## src/rtl/ifid_hazard_if.sv

```systemverilog
// Pipeline-side signals seen by the IF/ID hazard controller.
// master = pipeline (drives ID/EX/IMEM status), slave = controller (drives enables).
interface ifid_hazard_if;
  logic [4:0] id_rs1;
  logic [4:0] id_rs2;
  logic       id_uses_rs1;
  logic       id_uses_rs2;
  logic       ex_mem_read;
  logic [4:0] ex_rd;
  logic       branch_taken;
  logic       imem_ready;
  logic       pc_en;
  logic       ifid_en;
  logic       ifid_flush;
  logic       idex_bubble;

  modport master (
    output id_rs1, id_rs2, id_uses_rs1, id_uses_rs2, ex_mem_read, ex_rd,
           branch_taken, imem_ready,
    input  pc_en, ifid_en, ifid_flush, idex_bubble
  );

  modport slave (
    input  id_rs1, id_rs2, id_uses_rs1, id_uses_rs2, ex_mem_read, ex_rd,
           branch_taken, imem_ready,
    output pc_en, ifid_en, ifid_flush, idex_bubble
  );
endinterface

```

## src/rtl/ifid_hazard_ctrl.sv

```systemverilog
// IF/ID + PC sequencer: load-use stalls, I-miss NOP insertion, branch flush,
// with saturating stall/flush counters.
module ifid_hazard_ctrl #(
  parameter int LU_STALL_CYC = 1,
  parameter int CNT_W        = 16
) (
  input  logic             clk,
  input  logic             rst,
  ifid_hazard_if.slave     bus,
  output logic [1:0]       state_o,
  output logic [CNT_W-1:0] stall_cnt,
  output logic [CNT_W-1:0] flush_cnt
);

  typedef enum logic [1:0] {
    RUN      = 2'd0,
    LU_STALL = 2'd1,
    IMISS    = 2'd2,
    UNUSED   = 2'd3
  } state_t;

  state_t           state_q, state_d;
  logic [2:0]       lu_cnt_q, lu_cnt_d;
  logic [CNT_W-1:0] stall_cnt_q, flush_cnt_q;
  logic             hazard;
  logic             pc_en_c, ifid_en_c, flush_c, bubble_c;

  function automatic logic [CNT_W-1:0] sat_inc(input logic [CNT_W-1:0] v);
    return (&v) ? v : v + CNT_W'(1);
  endfunction

  assign hazard = bus.ex_mem_read && (bus.ex_rd != 5'd0) &&
                  ((bus.id_uses_rs1 && (bus.id_rs1 == bus.ex_rd)) ||
                   (bus.id_uses_rs2 && (bus.id_rs2 == bus.ex_rd)));

  always_ff @(posedge clk or posedge rst) begin
    if (rst) begin
      state_q  <= RUN;
      lu_cnt_q <= 3'd0;
    end else begin
      state_q  <= state_d;
      lu_cnt_q <= lu_cnt_d;
    end
  end

  always_comb begin
    state_d  = state_q;
    lu_cnt_d = lu_cnt_q;
    if (bus.branch_taken) begin
      state_d  = RUN;
      lu_cnt_d = 3'd0;
    end else begin
      case (state_q)
        RUN: begin
          if (hazard) begin
            if (LU_STALL_CYC > 1) begin
              state_d  = LU_STALL;
              lu_cnt_d = 3'(LU_STALL_CYC - 1);
            end
          end else if (!bus.imem_ready) begin
            state_d = IMISS;
          end
        end
        LU_STALL: begin
          lu_cnt_d = lu_cnt_q - 3'd1;
          if (lu_cnt_q <= 3'd1) begin
            state_d  = RUN;
            lu_cnt_d = 3'd0;
          end
        end
        IMISS:   if (bus.imem_ready) state_d = RUN;
        default: state_d = RUN;
      endcase
    end
  end

  // Reset forces a frozen PC with a NOP in IF/ID and a bubble into ID/EX.
  always_comb begin
    pc_en_c   = 1'b1;
    ifid_en_c = 1'b1;
    flush_c   = 1'b0;
    bubble_c  = 1'b0;
    if (rst) begin
      pc_en_c   = 1'b0;
      ifid_en_c = 1'b0;
      flush_c   = 1'b1;
      bubble_c  = 1'b1;
    end else if (bus.branch_taken) begin
      flush_c  = 1'b1;
      bubble_c = 1'b1;
    end else begin
      case (state_q)
        RUN: begin
          if (hazard) begin
            pc_en_c   = 1'b0;
            ifid_en_c = 1'b0;
            bubble_c  = 1'b1;
          end else if (!bus.imem_ready) begin
            pc_en_c = 1'b0;
            flush_c = 1'b1;
          end
        end
        LU_STALL: begin
          pc_en_c   = 1'b0;
          ifid_en_c = 1'b0;
          bubble_c  = 1'b1;
        end
        IMISS: begin
          if (!bus.imem_ready) begin
            pc_en_c = 1'b0;
            flush_c = 1'b1;
          end
        end
        default: ;
      endcase
    end
  end

  always_ff @(posedge clk or posedge rst) begin
    if (rst) begin
      stall_cnt_q <= '0;
      flush_cnt_q <= '0;
    end else begin
      if (!pc_en_c)         stall_cnt_q <= sat_inc(stall_cnt_q);
      if (bus.branch_taken) flush_cnt_q <= sat_inc(flush_cnt_q);
    end
  end

  assign bus.pc_en       = pc_en_c;
  assign bus.ifid_en     = ifid_en_c;
  assign bus.ifid_flush  = flush_c;
  assign bus.idex_bubble = bubble_c;
  assign state_o         = state_q;
  assign stall_cnt       = stall_cnt_q;
  assign flush_cnt       = flush_cnt_q;

endmodule

```

## src/flat_wrapper.sv

```systemverilog
// flat-port wrapper written by rule: the top's interface ports become plain ports
module ifid_hazard_ctrl_flat 
#(
  parameter int LU_STALL_CYC = 1,
  parameter int CNT_W        = 16
)
  (clk, rst, state_o, stall_cnt, flush_cnt, bus_id_rs1, bus_id_rs2, bus_id_uses_rs1, bus_id_uses_rs2, bus_ex_mem_read, bus_ex_rd, bus_branch_taken, bus_imem_ready, bus_pc_en, bus_ifid_en, bus_ifid_flush, bus_idex_bubble);
  ifid_hazard_if bus_i ();
  input  logic clk;
  input  logic rst;
  output logic [1:0] state_o;
  output logic [CNT_W-1:0] stall_cnt;
  output logic [CNT_W-1:0] flush_cnt;
  input wire logic [$bits(bus_i.id_rs1)-1:0] bus_id_rs1;
  input wire logic [$bits(bus_i.id_rs2)-1:0] bus_id_rs2;
  input wire logic [$bits(bus_i.id_uses_rs1)-1:0] bus_id_uses_rs1;
  input wire logic [$bits(bus_i.id_uses_rs2)-1:0] bus_id_uses_rs2;
  input wire logic [$bits(bus_i.ex_mem_read)-1:0] bus_ex_mem_read;
  input wire logic [$bits(bus_i.ex_rd)-1:0] bus_ex_rd;
  input wire logic [$bits(bus_i.branch_taken)-1:0] bus_branch_taken;
  input wire logic [$bits(bus_i.imem_ready)-1:0] bus_imem_ready;
  output wire logic [$bits(bus_i.pc_en)-1:0] bus_pc_en;
  output wire logic [$bits(bus_i.ifid_en)-1:0] bus_ifid_en;
  output wire logic [$bits(bus_i.ifid_flush)-1:0] bus_ifid_flush;
  output wire logic [$bits(bus_i.idex_bubble)-1:0] bus_idex_bubble;
  assign bus_i.id_rs1 = bus_id_rs1;
  assign bus_i.id_rs2 = bus_id_rs2;
  assign bus_i.id_uses_rs1 = bus_id_uses_rs1;
  assign bus_i.id_uses_rs2 = bus_id_uses_rs2;
  assign bus_i.ex_mem_read = bus_ex_mem_read;
  assign bus_i.ex_rd = bus_ex_rd;
  assign bus_i.branch_taken = bus_branch_taken;
  assign bus_i.imem_ready = bus_imem_ready;
  assign bus_pc_en = bus_i.pc_en;
  assign bus_ifid_en = bus_i.ifid_en;
  assign bus_ifid_flush = bus_i.ifid_flush;
  assign bus_idex_bubble = bus_i.idex_bubble;
  ifid_hazard_ctrl #(.LU_STALL_CYC(LU_STALL_CYC), .CNT_W(CNT_W)) u_core (.clk(clk), .rst(rst), .bus(bus_i), .state_o(state_o), .stall_cnt(stall_cnt), .flush_cnt(flush_cnt));
endmodule
```

## config.mk

```make
export PLATFORM = sky130hd
export DESIGN_NAME = ifid_hazard_ctrl_flat
export DESIGN_NICKNAME = d
export VERILOG_FILES = /design/src/rtl/ifid_hazard_if.sv /design/src/rtl/ifid_hazard_ctrl.sv /design/src/flat_wrapper.sv
export SDC_FILE = /design/constraint.sdc
export NUM_CORES = 1
export LEC_CHECK = 0
export CAP_MARGIN = 40
export CORE_ASPECT_RATIO = 1.2
export CORE_UTILIZATION = 35
export DETAILED_ROUTE_END_ITERATION = 12
export PLACE_DENSITY = 0.72
export SYNTH_ARGS = -nofsm -noshare
export SYNTH_HDL_FRONTEND = slang
export SYNTH_SLANG_ARGS = --single-unit
```

## constraint.sdc

```tcl
create_clock -name clk -period 6.8 [get_ports clk]
set_clock_uncertainty 0.2 [all_clocks]
set_input_delay 2.04 -clock clk [delete_from_list [all_inputs] [get_ports clk]]
set_output_delay 2.04 -clock clk [all_outputs]
set_load 0.02 [all_outputs]
```

# Yosys cells after proc, flatten, opt, wreduce, memory -nomap -nowiden
# Cells that the tools add are included.
word_totals:
  ff_bits: 37
  out_inout_bits: 38
  elab_cells: 59
op_classes:
  n_addsub: 3
  n_lt_le_gt_ge: 1
  n_eq_ne: 8
  muxes: 27
  bitwise_logic: 3
  reduce_logical: 13
op_table:
  columns: ["op", "count"]
  rows:
  - ["$add 16x1->16 const B", 2]
  - ["$reduce_and 16->1", 2]
  - ["$mux 1", 14]
  - ["$eq 5x5->1", 2]
  - ["$mux 2", 5]
  - ["$mux 3", 3]
  - ["$ne 3x3->1 const B", 3]
  - ["$pmux 1 s2", 3]
  - ["$pmux 2 s3", 1]
  - ["$reduce_bool 5->1", 1]
  - ["$logic_and 1x1->1", 4]
  - ["$reduce_and 2->1", 2]
  - ["$reduce_and 4->1", 1]
  - ["$le 3x1->1 const B", 1]
  - ["$ne 3x2->1 const B", 1]
  - ["$not 1->1", 3]
  - ["$pmux 1 s3", 1]
  - ["$sub 3x1->3 const B", 1]
  - ["$eq 2x1->1 const B", 1]
  - ["$eq 2x2->1 const B", 1]
  - ["$logic_not 2->1", 1]
  - ["$reduce_bool 2->1", 1]
  - ["$logic_or 1x1->1", 1]

# Longest topological paths before layout
# Gate-level depths: netlist of run 1.
depth:
  ltp_word: 10
  depth_mapped: 8
  ltp_nobuf: 7

# Worst setup path before layout of run 1
# No wires, ideal clock.
synth_timing:
  kind: "in2out"
  start: "input port bus_ex_rd[0]"
  end: "output port bus_idex_bubble"
  t_arrival_ns: 3.344
  required_ns: 4.560
  path_slack_ns: 1.216
  path_stages: 4
  n_path_buf: 0
  path_cell_list: "or4_1 o21ai_2 and2b_2 or3_1"
synth_between:
  elab_chain_cells: 8
  elab_cells_between_ends: 12
  classes_between: "eq/ne (2); mux (4); reduce/logical (6)"
synth_lines:
  columns: ["element", "line_no", "text"]
  rows:
  - ["start, declared", "flat_wrapper.sv:19", "input wire logic [$bits(bus_i.ex_rd)-1:0] bus_ex_rd;"]
  - ["$eq 5x5->1, on equally long branches", "ifid_hazard_ctrl.sv:33, ifid_hazard_ctrl.sv:34", null]
  - ["$logic_and 1x1->1, on equally long branches", "ifid_hazard_ctrl.sv:33, ifid_hazard_ctrl.sv:34", null]
  - ["$logic_or 1x1->1", "ifid_hazard_ctrl.sv:33", "((bus.id_uses_rs1 && (bus.id_rs1 == bus.ex_rd)) ||"]
  - ["$logic_and 1x1->1 (*)", "ifid_hazard_ctrl.sv:32", "assign hazard = bus.ex_mem_read && (bus.ex_rd != 5'd0) &&"]
  - ["$mux 1 (*)", "ifid_hazard_ctrl.sv:94", "if (hazard) begin"]
  - ["$pmux 1 s2 (*)", "ifid_hazard_ctrl.sv:92", "case (state_q)"]
  - ["$mux 1 (*)", "ifid_hazard_ctrl.sv:88", "end else if (bus.branch_taken) begin"]
  - ["$mux 1 (*)", "ifid_hazard_ctrl.sv:83", "if (rst) begin"]
  - ["end, declared", "flat_wrapper.sv:25", "output wire logic [$bits(bus_i.idex_bubble)-1:0] bus_idex_bubble;"]
# Mark *: on every way between the ends. The rest lies on a longest branch, timed or not.

# Final worst setup path of run 1
layout_timing:
  start: "input port bus_ex_rd[0]"
  end: "output port bus_pc_en"
layout_between:
  elab_chain_cells: 8
  elab_cells_between_ends: 12
  classes_between: "eq/ne (2); mux (4); reduce/logical (6)"
layout_lines:
  columns: ["element", "line_no", "text"]
  rows:
  - ["$eq 5x5->1, on equally long branches", "ifid_hazard_ctrl.sv:33, ifid_hazard_ctrl.sv:34", null]
  - ["$logic_and 1x1->1, on equally long branches", "ifid_hazard_ctrl.sv:33, ifid_hazard_ctrl.sv:34", null]
  - ["$logic_or 1x1->1", "ifid_hazard_ctrl.sv:33", null]
  - ["$logic_and 1x1->1 (*)", "ifid_hazard_ctrl.sv:32", null]
  - ["$mux 1 (*)", "ifid_hazard_ctrl.sv:94", null]
  - ["$pmux 1 s3 (*)", "ifid_hazard_ctrl.sv:92", null]
  - ["$mux 1 (*)", "ifid_hazard_ctrl.sv:88", null]
  - ["$mux 1 (*)", "ifid_hazard_ctrl.sv:83", null]
  - ["end, declared", "flat_wrapper.sv:22", "output wire logic [$bits(bus_i.pc_en)-1:0] bus_pc_en;"]
# Marks and branches as above.

==> reports/metrics.yaml, run 1 <==
run_status: "finished, final reports clean"
crit_slowest_cell: "clkdlybuf4s50_1"
fp.dieH_um: 79.19
diodes: 0
nets: 253
synthTopCellsByCount: "dfrtp_1, xnor2_1, xor2_1"
synth_nets: 190
cts_repair_resize_count: 0
port_buffers: 58
start_kind: "input port"
htree_levels: 2
cp-end-kind: "output port"
synth_edf_count: 0
p_sw_share_pct: 39.14
cts_sinks: 33
tns_ns: 0
antenna_found_initial: 0
post-route-period-util_pct: 96.69
syn-cell-area_um2: 1738
drt_iter0_drc: 37
syn_avg_cell_area_um2: 10.47
syn_to_final_growth_pct: 41.32
wl_per_cell_um: 13.44
layout-drive-gt1-share_pct: 9.130
grt_pass1_vias: 1385
drc: 0
num_rows: 27
place_hpwl_um: 2803
dr.pass1.iters: 5
crit_type: "input port to output port"
grt_pass1_wl_um: 6348
slew_headroom_pct: 62.67
critPathMaxFanout: 5
fmax_mhz: 152.1
clk_pin_slew_ns: 0.06
async_flop_share_pct: 100.0
ys_types: 34
cts_setup_buffers: 0
pwr-share-seq_pct: 41.8
gp_congestion: 0.7943
dieArea_um2: 5252
max_cap_violations: 0
cts_buffers: 5
initial_core_util_pct: 37.01
power_density_nw_per_um2: 341.5
fin_cells: 288
synth_area_leaders: "dfrtp_1, xnor2_1, xor2_1, nand3_1, nand4_1"
yosysMostFrequentCell: "dfrtp_1"
path_cells: "clkdlybuf4s50_1, or4_1, o21ai_2, and2b_2, nor2b_1, o21a_1, clkdlybuf4s50_1"
rsz0062_at_grt: "false"
p_switching_uw: 328.3
min_period_ns: 6.575
synthDominantCellAreaShare_pct: 47.52
hold_path.class: "register to register"
critical_path_arrival_ns: 4.34
dr_total_vias: 1450
cts-hold-fix-buffers: 0
final-setup-viol-count: 0
max_stage_delay_ns: 0.61
clkPwrFrac_pct: 16.5
tightest_slew_ns: 0.5587
ir_worst_vdd_mv: 0.2254
cts_root_buf: "clkbuf_8"
dieWidth_um: 66.33
drv_slew: 0
worstSkewPairLatency_ns: 0.27
core_area_um2: 4696
p_int_uw: 510.5
placed_area_um2: 2376
finish.instance_area_um2: 2456
pin_count: 60
hold_viol: 0
ant_nets: 0
cts_tree: "yes"
ys.flop_type: "dfrtp_1"
pwr-share-comb_pct: 41.8
cellLeakagePower_nw: 1.007
drt-vias-per-instance: 5.035
clk_path_buf_depth: 2
ys_warn_count: 0
track_usage_pct: 15.86
synth-seq-area-share_pct: 47.52
grt_overflow_total: 0
required_ns: 4.56
crit_top_cell: "clkdlybuf4s50_1"
syn_inst: 166
synth_top_area_cell: "dfrtp_1"
grt_max_degree: 35
dp.cells: 280
ys_ff_latch: 33
totalWireLength_um: 3872
cell usage in the layout, fill, tap and decap left out:
master / Yosys / routed
a21oi_1: 2 / 2
o21ai_2: 1 / 1
o21a_1: 1 / 1
nor2_1: 6 / 6
nor4_1: 3 / 3
conb_1: 1 / 1
nor3_2: 2 / 2
dfrtp_1: 33 / 33
o22ai_1: 1 / 1
or4_1: 1 / 1
clkbuf_8: 0 / 5
nor4_2: 1 / 1
o211ai_1: 2 / 2
nor2_2: 6 / 6
ha_1: 2 / 2
o21ai_1: 1 / 1
nor2b_1: 2 / 2
or2_1: 1 / 1
and2b_2: 1 / 1
and3_1: 7 / 7
or2_2: 1 / 1
nor3_1: 6 / 6
or3_1: 1 / 1
and4_1: 1 / 1
clkdlybuf4s50_1: 0 / 58
buf_4: 1 / 1
mux2_2: 2 / 2
clkbuf_1: 1 / 3
a21oi_4: 1 / 1
inv_1: 4 / 4
nand4_1: 9 / 9
nand2_1: 11 / 11
xor2_1: 20 / 20
nand3_1: 13 / 13
xnor2_1: 20 / 20
flip-flops by register name (all words and copies together), names as in the netlist:
register / cells
u_core.stall_cnt: 16
u_core.flush_cnt: 16
u_core.state_o: 1
path summary, 6_finish.rpt:
check,slack [ns],to,start,cells after the start
worst max-delay path,0.22,bus_pc_en,bus_ex_rd[0],7
worst min-delay path,0.29,u_core.flush_cnt[12],u_core.flush_cnt[12],1
worst max register to register,4.16,u_core.stall_cnt[1],u_core.stall_cnt[0],6
worst min register to register,0.29,u_core.flush_cnt[12],u_core.flush_cnt[12],1
max in group asynchronous,4.00,u_core.stall_cnt[8],rst,3
min in group asynchronous,2.10,u_core.flush_cnt[15],rst,3
through the flow:
stage / util (%) / power (mW) / worst slack, ns / hold WS [ns]
floorplan: - / 0.5304 / 1.216 / 0.3933
global placement: 50.60 / 0.6978 / 0.2205 / 0.2881
detailed placement: 50.60 / 0.7054 / 0.2126 / 0.2871
CTS: 52.30 / 0.8497 / 0.1886 / 0.2959
global route: 52.30 / 0.8951 / 0.1271 / 0.3167
finish: 52.30 / 0.8388 / 0.2248 / 0.2891
layer usage:
layer	vias to the layer above	wire [um]	share of wire, %	global-route usage (%)
li1	700	-	-	-
met2	48	1800	46	25.92
met4	0	61	1.6	6.383
met1	698	1698	44	19.80
met3	4	313	8.1	3.879
met5	-	0	0	0
power groups by stage:
stage	combinational (mW)	sequential, mW	clock [mW]
2_1_floorplan	0.125	0.406	0
4_1_cts	0.355	0.350	0.144
3_5_place_dp	0.353	0.352	0
3_3_place_gp	0.348	0.350	0
5_1_grt	0.380	0.364	0.151
6_report	0.350	0.350	0.138
worst max-delay path, delay by kind of cell:
| family | cells | cell delay (ns) |
|---|---|---|
| AOI/OAI and AO/OA | 2 | 0.26 |
| buffers and inverters | 2 | 1.08 |
| and+or+nand+nor | 3 | 0.95 |
cell type report:
cell class,instances,area [um2]
Inverter,4,15.01
Sequential cell,33,825.8
Fill cell,446,2240
Multi-Input combinational cell,126,874.6
Clock buffer,8,80.08
Timing Repair Buffer,59,588.1
Tap cell,58,72.57
kinds of logic after synthesis:
logic type      Yosys count  synth area share, %
simple gates             72                23.25
xor+xnor                 40                20.16
flops                    33                47.52
compound gates            9                3.960
buf+inv                   7                2.159
fa+ha+maj                 2                1.440
mux                       2                1.296
other cells               1               0.2158
Note: power is estimated with default switching activity, not from simulation.
==> inputs of run 2 (changes only) <==
--- a/config.mk
+++ b/config.mk
@@ -6,10 +6,12 @@
 export NUM_CORES = 1
 export LEC_CHECK = 0
 export CAP_MARGIN = 40
+export CELL_PAD_IN_SITES_DETAIL_PLACEMENT = 0
+export CELL_PAD_IN_SITES_GLOBAL_PLACEMENT = 2
 export CORE_ASPECT_RATIO = 1.2
-export CORE_UTILIZATION = 35
+export CORE_UTILIZATION = 29
 export DETAILED_ROUTE_END_ITERATION = 12
-export PLACE_DENSITY = 0.72
+export PLACE_DENSITY = 0.92
 export SYNTH_ARGS = -nofsm -noshare
 export SYNTH_HDL_FRONTEND = slang
 export SYNTH_SLANG_ARGS = --single-unit
==> run 2 against run 1 <==
Compared with the run above:
- non-clock buffer count is the same
- clock power hardly changed
- maximum frequency barely moved
- total power increased by 0.53%
- hold slack gained 0.0075 ns
- worst setup slack got worse by 0.0041 ns
- critical path type unchanged
==> reports/metrics.yaml, run 2 (synthesized netlist as in run 1, its figures left out) <==
run_status: "finished, final reports clean"
cts_setup_buffers: 0  # unchanged
gp_congestion: 0.7545  # -5.0%
worstRegToRegCells: 6  # unchanged
cts_sinks: 33  # unchanged
port_buffers: 58  # unchanged
syn_to_final_growth_pct: 43.05
dieWidth_um: 72.67  # +9.6%
post-route-period-util_pct: 96.75  # about the same
met3_usage_pct: 3.140  # -0.74 points
final-setup-viol-count: 0  # unchanged
totalWireLength_um: 4012  # +3.6%
placed_area_um2: 2404  # +1.2%
r2r_end: "u_core.stall_cnt[1]"
multiInputGateArea_um2: 874.6  # unchanged
grt.met2_usage_pct: 23.02  # -2.9 points
finish.instance_area_um2: 2486  # +1.2%
drt_iter0_drc: 38  # +2.7%
rsz0062_at_grt: "false"
critPathMaxFanout: 5  # unchanged
fmax_mhz: 152.0  # about the same
total_power_uw: 843.2  # +0.53%
regToRegSetupSlack_ns: 4.20  # +0.04 ns
fin_ws_ns: 0.2207  # -0.004063 ns
drt-vias-per-instance: 4.590  # -8.8%
nets: 253  # unchanged
cts_buffers: 5  # unchanged
dieArea_um2: 6308  # +20%
endpoint: "bus_pc_en"
drc: 0  # unchanged
power_density_nw_per_um2: 339.2  # -0.69%
dr.pass1.iters: 4  # -1
regArea_um2: 825.8  # unchanged
place_hpwl_um: 3002  # +7.1%
hold_viol: 0  # unchanged
num_rows: 30  # +11%
initial_core_util_pct: 30.46  # -6.5 points
cellLeakagePower_nw: 1.012  # +0.54%
met1_usage_pct: 17.11  # -2.7 points
max_cap_violations: 0  # unchanged
start_kind: "input port"
hold-worst-slack_ns: 0.2966  # +0.007460 ns
wl_per_cell_um: 12.94  # -3.7%
diodes: 0  # unchanged
htree_levels: 2  # unchanged
post-route-util_pct: 43.57  # -8.7 points
antenna_found_initial: 0  # unchanged
pin_count: 60  # unchanged
pre_cts_ws_ns: 0.2123  # -0.0002310 ns
required_ns: 4.56  # about the same
cp-end-kind: "output port"
slew_headroom_pct: 61.87  # -0.80 points
fillers: 572  # +28%
grt_busiest_layer: "met2"
grt_overflow_total: 0  # unchanged
rr_startpoint: "u_core.stall_cnt[0]"
dr_total_vias: 1423  # -1.9%
ant_nets: 0  # unchanged
grt_max_degree: 25  # -29%
cts_tree: "yes"
track_usage_pct: 13.76  # -2.1 points
core_area_um2: 5705  # +22%
ir_worst_vdd_mv: 0.1805  # -20%
layout_common_cells: "clkdlybuf4s50_1, dfrtp_1, xnor2_1, xor2_1, nand3_1"
cts_repair_resize_count: 0  # unchanged
crit_type: "input port to output port"
layout_commonest_cell: "clkdlybuf4s50_1"
tightest_slew_ns: 0.5707  # +0.01201 ns
cp-startpoint: "bus_ex_rd[0]"
critical_path_arrival_ns: 4.34  # about the same
grt_pass1_vias: 1449  # +4.6%
clk_pin_slew_ns: 0.06  # about the same
dp.cells: 302  # +7.9%
cts-hold-fix-buffers: 0  # unchanged
tns_ns: 0  # unchanged
fp.dieH_um: 86.80  # +9.6%
worstSkewPairLatency_ns: 0.28  # about the same
hold_path.class: "register to register"
drv_slew: 0  # unchanged
layout-drive-gt1-share_pct: 10.00  # +0.87 points
cts_root_buf: "clkbuf_8"
clk_path_buf_depth: 2  # unchanged
fin_cells: 310  # +7.6%
grt_pass1_wl_um: 6630  # +4.4%
min_period_ns: 6.579  # +0.004063 ns
## run 2: changes by cell type in the layout (fill, tap and decap cells not counted)
cell / delta
clkinv_2: +2
clkbuf_1: -2
## run 2: area by class of cell
type	count	area share [%]
Clock buffer	6	2.919
Clock inverter	2	0.4026
Inverter	4	0.6039
Multi-Input combinational cell	126	35.18
Sequential cell	33	33.22
Tap cell	80	4.026
Timing Repair Buffer	59	23.65
## run 2: worst max-delay path, cell delays in order
cell and delay [ns]:
clkdlybuf4s50_1 0.47, or4_1 0.57, o21ai_2 0.14, and2b_2 0.26
nor2b_1 0.13, o21a_1 0.12, clkdlybuf4s50_1 0.61
## run 2: worst min-delay path by stage
stage,from,cells after the start,slack [ns],endpoint
floorplan,u_core.flush_cnt[12],1,0.39,u_core.flush_cnt[12]
global placement,u_core.flush_cnt[12],1,0.28,u_core.flush_cnt[12]
detailed placement,u_core.flush_cnt[12],1,0.29,u_core.flush_cnt[12]
CTS,u_core.flush_cnt[12],1,0.30,u_core.flush_cnt[12]
global route,u_core.flush_cnt[7],1,0.33,u_core.flush_cnt[7]
finish,u_core.flush_cnt[12],1,0.30,u_core.flush_cnt[12]
## run 2: layer usage
metal / wire length (um) / vias up / share of wire [%]
li1: - / 696 / -
met3: 277 / 5 / 6.9
met4: 61 / 0 / 1.5
met5: 0 / - / 0
met1: 1806 / 680 / 45
met2: 1866 / 42 / 47
## run 2: where the power goes
group / switching (mW) / internal (mW) / total (mW)
Sequential: 0.0911 / 0.259 / 0.350
Clock: 0.0696 / 0.0708 / 0.140
Combinational: 0.174 / 0.180 / 0.353
Total: 0.334 / 0.509 / 0.843
==> inputs of run 3 (changes only) <==
--- a/config.mk
+++ b/config.mk
@@ -11,7 +11,9 @@
 export CORE_ASPECT_RATIO = 1.2
 export CORE_UTILIZATION = 29
 export DETAILED_ROUTE_END_ITERATION = 12
+export GPL_TIMING_DRIVEN = 0
 export PLACE_DENSITY = 0.92
+export SLEW_MARGIN = 20
 export SYNTH_ARGS = -nofsm -noshare
 export SYNTH_HDL_FRONTEND = slang
 export SYNTH_SLANG_ARGS = --single-unit
==> run 3 against run 2 <==
Compared with the run above:
- non-clock buffer count rose by 3
- core utilization rose by 1.1 points
- cell count grew 0.97%
- via count about the same
- register-to-register slack better by 0.21 ns
==> reports/metrics.yaml, run 3 (synthesized netlist as in run 1, its figures left out) <==
drt_iter0_drc: 36  # -5.3%
post-route-period-util_pct: 96.90  # +0.15 points
total_power_uw: 866.1  # +2.7%
tightest_slew_ns: 0.5272  # -0.04349 ns
drc: 0  # unchanged
worstSkewPairLatency_ns: 0.28  # about the same
cts_repair_resize_count: 0  # unchanged
power_density_nw_per_um2: 340.0  # +0.25%
layout-drive-gt1-share_pct: 11.59  # +1.6 points
dieWidth_um: 72.67  # unchanged
initial_core_util_pct: 30.46  # unchanged
grt_max_degree: 37  # +48%
cts_root_buf: "clkbuf_8"
antenna_found_initial: 0  # unchanged
cts_tree: "yes"
dr_total_vias: 1424  # +0.070%
start_kind: "input port"
fin_ws_ns: 0.2106  # -0.01015 ns
cts_buffers: 5  # unchanged
cts_setup_buffers: 0  # unchanged
tns_ns: 0  # unchanged
diodes: 0  # unchanged
run_status: "finished, final reports clean"
grt_pass1_vias: 1360  # -6.1%
cts-hold-fix-buffers: 0  # unchanged
place_hpwl_um: 2974  # -0.92%
pin_count: 60  # unchanged
clk_path_buf_depth: 2  # unchanged
syn_to_final_growth_pct: 46.58
drv_slew: 0  # unchanged
core_area_um2: 5705  # unchanged
layout_commonest_cell: "clkdlybuf4s50_1"
rsz0062_at_grt: "false"
num_rows: 30  # unchanged
required_ns: 4.56  # about the same
fin_cells: 313  # +0.97%
totalWireLength_um: 4035  # +0.57%
cellLeakagePower_nw: 1.041  # +2.8%
grt_pass1_wl_um: 6465  # -2.5%
grt_overflow_total: 0  # unchanged
drt-vias-per-instance: 4.550  # -0.89%
fp.dieH_um: 86.80  # unchanged
critPathMaxFanout: 5  # unchanged
crit_type: "input port to output port"
critical_path_arrival_ns: 4.35  # about the same
clk_pin_slew_ns: 0.07  # about the same
hold_path.class: "register to register"
port_buffers: 58  # unchanged
pre_cts_ws_ns: 0.2044  # -0.007948 ns
dieArea_um2: 6308  # unchanged
final-setup-viol-count: 0  # unchanged
max_cap_violations: 0  # unchanged
htree_levels: 2  # unchanged
min_period_ns: 6.589  # +0.01015 ns
ant_nets: 0  # unchanged
wl_per_cell_um: 12.89  # -0.39%
fmax_mhz: 151.8  # -0.15%
nets: 256  # +1.2%
dr.pass1.iters: 4  # unchanged
ir_worst_vdd_mv: 0.1518  # -16%
slew_headroom_pct: 64.62  # +2.7 points
gp_congestion: 0.7449  # -1.3%
dp.cells: 304  # +0.66%
hold_viol: 0  # unchanged
cp-end-kind: "output port"
cts_sinks: 33  # unchanged
track_usage_pct: 13.52  # -0.24 points
layout_common_cells: "clkdlybuf4s50_1, dfrtp_1, xnor2_1, xor2_1, nand3_1"
==> run 3: metrics by stage <==
step                utilization [%]  area, um2  hold slack, ns
floorplan                         -       1738          0.3933
finish                        44.65       2547          0.2990
CTS                           44.17       2520          0.3019
global placement              42.39       2419          0.2804
global route                  44.65       2547          0.3257
detailed placement            42.39       2419          0.2885
==> run 3: metal layers <==
layer	GRT usage [%]	vias to the layer above	share of wire (%)
li1	-	698	-
met1	15.80	676	43
met2	22.43	44	48
met3	4.535	6	7.6
met4	5.882	0	1.7
met5	0	-	0
==> run 3: final timing paths <==
| path | start | endpoint | slack (ns) | depth (start not counted) |
|---|---|---|---|---|
| worst max-delay path | bus_ex_rd[0] | bus_idex_bubble | 0.21 | 6 |
| worst min-delay path | u_core.flush_cnt[7] | u_core.flush_cnt[7] | 0.30 | 1 |
| worst max register to register | u_core.stall_cnt[0] | u_core.stall_cnt[5] | 4.41 | 8 |
| worst min register to register | u_core.flush_cnt[7] | u_core.flush_cnt[7] | 0.30 | 1 |
| max in group asynchronous | rst | u_core.stall_cnt[5] | 4.10 | 3 |
| min in group asynchronous | rst | u_core.stall_cnt[12] | 1.88 | 2 |
==> run 3: layout make-up <==
cell class                 instances  area [um2]
fill                             592        3158
multi-input combinational        126       874.6
sequential                        33       825.8
timing repair buffer              59       608.1
tap                               80       100.1
clock buffer                       7       96.34
buffer                             3       22.52
inverter                           4       15.01
clock inverter                     1       5.005
==> run 3: where the power goes <==
part           internal (mW)  total (mW)  switching [mW]
Combinational          0.183       0.362           0.180
Clock                 0.0914       0.162          0.0702
Sequential             0.259       0.342          0.0834
==> run 3: worst max-delay path, cell delays in order <==
cell and delay [ns]:
clkdlybuf4s50_1 0.47, or4_1 0.57, o21ai_2 0.14, and2b_2 0.26, or3_1 0.32, clkdlybuf4s50_1 0.55
